$ cat src/rtl/hamming_serial_secded_decoder_pkg.sv
// hamming_serial_secded_decoder_pkg: shared SECDED constants and position helpers (package hamming_pkg).
package hamming_pkg;
  localparam int CHECK_BITS_DEF = 4;
  function automatic logic is_pow2(input int p);
    return p != 0 && (p & (p - 1)) == 0;
  endfunction
  function automatic logic is_data_pos(input int p);
    return p != 0 && !is_pow2(p);
  endfunction
  function automatic int pos_to_data_idx(input int p);
    int n;
    n = p - 1;
    for (int i = 0; i < 16; i++) n -= ((1 << i) <= p) ? 1 : 0;
    return n;
  endfunction
endpackage

$ cat src/rtl/hamming_serial_secded_decoder_if.sv
// hamming_serial_secded_decoder_if: serial code bit in, decoded block data and status out.
interface hamming_serial_secded_decoder_if #(parameter int CHECK_BITS = 4);
  localparam int K = 2**CHECK_BITS - CHECK_BITS - 1;
  logic datain;
  logic [K-1:0] data_out;
  logic [CHECK_BITS-1:0] syndrome;
  logic parity_err;
  logic single_err;
  logic double_err;
  logic block_done;
  modport master (output datain, input data_out, syndrome, parity_err, single_err, double_err, block_done);
  modport slave (input datain, output data_out, syndrome, parity_err, single_err, double_err, block_done);
endinterface

$ cat src/rtl/hamming_serial_secded_decoder_acc.sv
// hamming_syndrome_acc: bit position counter plus running parity/syndrome, cleared as each block ends.
module hamming_syndrome_acc #(parameter int CHECK_BITS = 4) (
  input  logic clk,
  input  logic rst_n,
  input  logic datain_i,
  output logic [CHECK_BITS-1:0] pos_o,
  output logic last_o,
  output logic parity_nx_o,
  output logic [CHECK_BITS-1:0] check_nx_o
);
  logic [CHECK_BITS-1:0] pos, check;
  logic parity;
  assign pos_o = pos;
  assign last_o = pos == '1;
  assign parity_nx_o = parity ^ datain_i;
  assign check_nx_o = check ^ (datain_i ? pos : '0);
  always_ff @(posedge clk or negedge rst_n)
    if (!rst_n) begin
      pos <= '0;
      parity <= 1'b0;
      check <= '0;
    end else begin
      pos <= pos + 1'b1;
      parity <= last_o ? 1'b0 : parity_nx_o;
      check <= last_o ? '0 : check_nx_o;
    end
endmodule

$ cat src/rtl/hamming_serial_secded_decoder.sv
// hamming_serial_secded_decoder: serial extended-Hamming decoder, one code bit per clock.
// Define CORRECT_EN to invert single-error data bits in data_out.
module hamming_serial_secded_decoder
  import hamming_pkg::*;
#(parameter int CHECK_BITS = CHECK_BITS_DEF) (
  input logic clk,
  input logic rst_n,
  hamming_serial_secded_decoder_if.slave bus
);
  localparam int K = 2**CHECK_BITS - CHECK_BITS - 1;
  logic [CHECK_BITS-1:0] pos, check_nx, syn_q;
  logic last, parity_nx, par_q, single_q, double_q, done_q;
  logic [K-1:0] data_q, data_d, fix_d, out_q;
  hamming_syndrome_acc #(.CHECK_BITS(CHECK_BITS)) u_acc (
    .clk(clk), .rst_n(rst_n), .datain_i(bus.datain),
    .pos_o(pos), .last_o(last), .parity_nx_o(parity_nx), .check_nx_o(check_nx)
  );
  always_comb begin
    data_d = is_data_pos(int'(pos)) ? {bus.datain, data_q[K-1:1]} : data_q;
`ifdef CORRECT_EN
    fix_d = (parity_nx && is_data_pos(int'(check_nx))) ? data_d ^ (K'(1) << pos_to_data_idx(int'(check_nx))) : data_d;
`else
    fix_d = data_d;
`endif
  end
  always_ff @(posedge clk or negedge rst_n)
    if (!rst_n) begin
      data_q <= '0;
      out_q <= '0;
      syn_q <= '0;
      par_q <= 1'b0;
      single_q <= 1'b0;
      double_q <= 1'b0;
      done_q <= 1'b0;
    end else begin
      data_q <= last ? '0 : data_d;
      done_q <= last;
      if (last) begin
        out_q <= fix_d;
        syn_q <= check_nx;
        par_q <= parity_nx;
        single_q <= parity_nx;
        double_q <= !parity_nx && |check_nx;
      end
    end
  assign bus.data_out = out_q;
  assign bus.syndrome = syn_q;
  assign bus.parity_err = par_q;
  assign bus.single_err = single_q;
  assign bus.double_err = double_q;
  assign bus.block_done = done_q;
endmodule

$ cat src/flat_wrapper.sv
// flat-port wrapper written by rule: the top's interface ports become plain ports
module hamming_serial_secded_decoder_flat import hamming_pkg::*;
#(parameter int CHECK_BITS = CHECK_BITS_DEF)
  (clk, rst_n, bus_datain, bus_data_out, bus_syndrome, bus_parity_err, bus_single_err, bus_double_err, bus_block_done);
  hamming_serial_secded_decoder_if #(.CHECK_BITS(CHECK_BITS)) bus_i ();
  input logic clk;
  input logic rst_n;
  input wire logic [$bits(bus_i.datain)-1:0] bus_datain;
  output wire logic [$bits(bus_i.data_out)-1:0] bus_data_out;
  output wire logic [$bits(bus_i.syndrome)-1:0] bus_syndrome;
  output wire logic [$bits(bus_i.parity_err)-1:0] bus_parity_err;
  output wire logic [$bits(bus_i.single_err)-1:0] bus_single_err;
  output wire logic [$bits(bus_i.double_err)-1:0] bus_double_err;
  output wire logic [$bits(bus_i.block_done)-1:0] bus_block_done;
  assign bus_i.datain = bus_datain;
  assign bus_data_out = bus_i.data_out;
  assign bus_syndrome = bus_i.syndrome;
  assign bus_parity_err = bus_i.parity_err;
  assign bus_single_err = bus_i.single_err;
  assign bus_double_err = bus_i.double_err;
  assign bus_block_done = bus_i.block_done;
  hamming_serial_secded_decoder #(.CHECK_BITS(CHECK_BITS)) u_core (.clk(clk), .rst_n(rst_n), .bus(bus_i));
endmodule
$ cat config.mk
export PLATFORM = sky130hd
export DESIGN_NAME = hamming_serial_secded_decoder_flat
export DESIGN_NICKNAME = d
export VERILOG_FILES = /design/src/rtl/hamming_serial_secded_decoder_pkg.sv /design/src/rtl/hamming_serial_secded_decoder_if.sv /design/src/rtl/hamming_serial_secded_decoder_acc.sv /design/src/rtl/hamming_serial_secded_decoder.sv /design/src/flat_wrapper.sv
export SDC_FILE = /design/constraint.sdc
export NUM_CORES = 1
export LEC_CHECK = 0
export BUFFER_PORTS_ARGS = -buffer_cell sky130_fd_sc_hd__buf_4
export CAP_MARGIN = 10
export CELL_PAD_IN_SITES_DETAIL_PLACEMENT = 0
export CELL_PAD_IN_SITES_GLOBAL_PLACEMENT = 1
export CORE_MARGIN = 8
export CORE_UTILIZATION = 39
export DETAILED_ROUTE_END_ITERATION = 7
export PLACE_DENSITY_LB_ADDON = 0.05
export SLEW_MARGIN = 20
export SYNTH_ARGS = -nofsm -noshare
export SYNTH_HDL_FRONTEND = slang
export SYNTH_SLANG_ARGS = --single-unit
$ cat constraint.sdc
create_clock -name clk -period 1.8 [get_ports clk]
set_input_delay 0.18 -clock clk [delete_from_list [all_inputs] [get_ports clk]]
set_output_delay 0.18 -clock clk [all_outputs]
set_load 0.05 [all_outputs]
==> results.ini <==
[sta]
worst_pin_slew_ps = 468.0
fin_skew_ps = 5.334
finalHoldViolCount = 0
rsz0062_at_grt = yes
period_minus_slack_ps = 1904
tns_ps = -1097
period_share_pct = 105.8
hold_slack_ps = 266.3
slew_viol_final = 0
fmax_ghz = 0.5252
setup_slack_ps = -104.2
relSlewSlack_pct = 68.80
finalSetupViolCount = 12

[final_layout]
area_growth_pct = 26.42
n_antenna_cell = 0
num-nets-final = 194
fillers = 370
stdcell_count = 238
final_common_cell = nand2_1
final_area_sq_um = 2029
drive_gt1_share_pct = 29.79
mostFrequentLayoutCells = 41 x nand2_1, 35 x dfrtp_1, 33 x buf_4

[floorplanning]
io_pins = 22
fp.dieArea_sq_um = 6425
start_util_pct = 40.42
rows = 23
core_area_sq_um = 3971
die_w_um = 80.16
dieHeight_um = 80.16

[synthesis]
synth_cells = 153
syn_area_sq_um = 1605
ys_types = 28
ys_seq_elements = 37
synth_warnings = 0
syn-num-nets = 160
yosysSeqAreaShare_pct = 57.68
avgSynthCellArea_sq_um = 10.49

[cts]
cts_buffer_depth = 2
cts.sinks = 37
cts_root_buffer = clkbuf_8
clkLatencyLatePin_ps = 290
htree_levels = 2
cts_tree = yes
clkTransAtPathRegs_ps = 70
cts_made_buffers = 5

[job]
max_cap_viol_count = 0

[setup_path]
cpMaxStageDelayCell = dfrtp_2
path_cells = inv_2 -> ha_4 -> or3b_4 -> a221oi_4 -> buf_6 -> mux2i_4 -> o21ai_1
required_ps = 1970
cp.arrival_ps = 2080
crit_path_start_kind = register
path_class = register to register
critPathBufInv = 2
crit_path_max_incr_delay_ps = 440
cp_top_family = flip-flops
crit_path_max_fanout = 3
worst_setup_path_end_kind = register

[outcome]
status = complete, but fails checks
violations = setup timing

[min_path]
hold_class = input port to register

[route]
drc = 0
drtIter0Drc = 98
routed_wl_um = 3074
antenna_left = 0
dr.pass1.iters = 4
viasPerCell = 4.706
post_drt_wl_per_cell_um = 12.92
vias = 1120

[placed_design]
dp_hpwl_um = 2044
dp_cells = 224
place.gp.congestion = 0.6859
placed_cell_area_sq_um = 1851
portBuffers = 21

[grt]
grt_pass1_vias = 1041
grt_max_degree = 38
grt_usage_pct = 10.24
use_met3_pct = 5.357
antenna_found_initial = 0
use_met2_pct = 14.79
grt.overflow.total = 0
grt_pass1_wl_um = 5071
gr-usage-met1_pct = 12.41
grt-busiest-layer = met2

[power_and_ir_drop]
power_density_nw_per_um2 = 1001
vdd_drop_max_mv = 0.4083
cellLeakagePower_uw = 0.001067

[report_power, final]
part           internal [uW]  switching, uW
clock                    268            287
combinational            144            389
sequential               905           39.1
[worst register-to-register path: stages (launching register included)]
cell      delay, ps
dfrtp_2         440
inv_2            90
ha_4            120
or3b_4          380
a221oi_4        300
buf_6           170
mux2i_4         220
o21ai_1          70
[logic make-up (layout without fill, tap and decap cells)]
group / Yosys count / after routing / share of synthesized area [%]
XOR/XNOR: 9 / 9 / 4.910
flip-flops: 37 / 37 / 57.68
buffers and inverters: 13 / 48 / 4.520
adder cells (fa/ha/maj): 4 / 4 / 3.118
multiplexers: 10 / 10 / 6.236
AND/OR/NAND/NOR: 66 / 66 / 16.91
AO/OA/AOI/OAI: 14 / 14 / 6.626
[layout make-up]
cell class	instances	area, sq um	share of cell area, %
timing repair buffer	36	280.3	13.81
clock inverter	2	10.01	0.4932
clock buffer	6	72.57	3.576
multi-input combinational	103	660.6	32.55
inverter	4	15.01	0.7398
tap	50	62.56	3.083
sequential	37	928.4	45.75
[synthesized netlist by cell type]
master    count  area share [%]
ha_1          4             3.1
nor4bb_1      1            0.62
nand2_1      41             9.6
buf_2         1            0.31
a221oi_4      1             1.6
inv_1         3            0.70
o21a_1        1            0.47
a41oi_1       1            0.55
buf_4         1            0.47
xor2_1        5             2.7
buf_8         1            0.94
inv_2         1            0.23
nand3_1       2            0.62
or3b_4        1            0.70
o21ai_1       1            0.31
mux2i_1      10             6.2
buf_1         2            0.47
buf_6         1            0.70
o21ai_0       8             2.5
o31a_2        1            0.62
clkbuf_1      3            0.70
nor3_1        1            0.31
dfrtp_1      37              58
nand4_1       1            0.39
nor2_1       18             4.2
and3_2        1            0.47
xnor2_1       4             2.2
a32oi_1       1            0.55
[state kept, by name, summed over array words and instances, names as in the netlist]
name and flops:
u_core.bus.double_err 1, u_core.u_acc.check 4, u_core.data_q 10, u_core.u_acc.parity 1
u_core.u_acc.pos_o 4, u_core.bus.parity_err 1, u_core.bus.data_out 11, u_core.bus.syndrome 4
u_core.bus.block_done 1
[repair_timing]
item / CTS / global route
pin swaps: 0 / 2
hold buffers: 1 / 0
setup endpoints to repair: 10 / 12
hold endpoints to repair: 37 / 0
setup buffers: 3 / 2
gates resized for setup: 2 / 8
[per-layer routing]
layer	share of wire (%)	wire length, um
met1	45	1382
met2	45	1397
met3	7.7	236
met4	1.9	57
met5	0	0
[final timing paths]
kind                                        start                endpoint  slack (ps)  cells past startpoint
max reg2reg                 u_core.u_acc.pos_o[1]  u_core.bus.data_out[9]        -100                      7
max                         u_core.u_acc.pos_o[1]  u_core.bus.data_out[9]        -100                      7
max in group asynchronous                   rst_n   u_core.u_acc.pos_o[0]        1060                      2
min                                    bus_datain       u_core.data_q[10]         270                      3
min reg2reg                u_core.bus.data_out[6]  u_core.bus.data_out[6]         480                      2
min in group asynchronous                   rst_n   u_core.u_acc.check[2]         390                      2
[stage by stage]
| stage | util [%] | total power [uW] | worst slack (ps) |
|---|---|---|---|
| CTS | 49.59 | 2064 | -83.81 |
| detailed placement | 46.60 | 1502 | -148.2 |
| floorplan | - | 1334 | -88.21 |
| global placement | 46.60 | 1495 | -110.8 |
| global route | 51.10 | 2128 | -212.2 |
| finish | 51.10 | 2032 | -104.2 |
(Power assumes the default switching activity.)
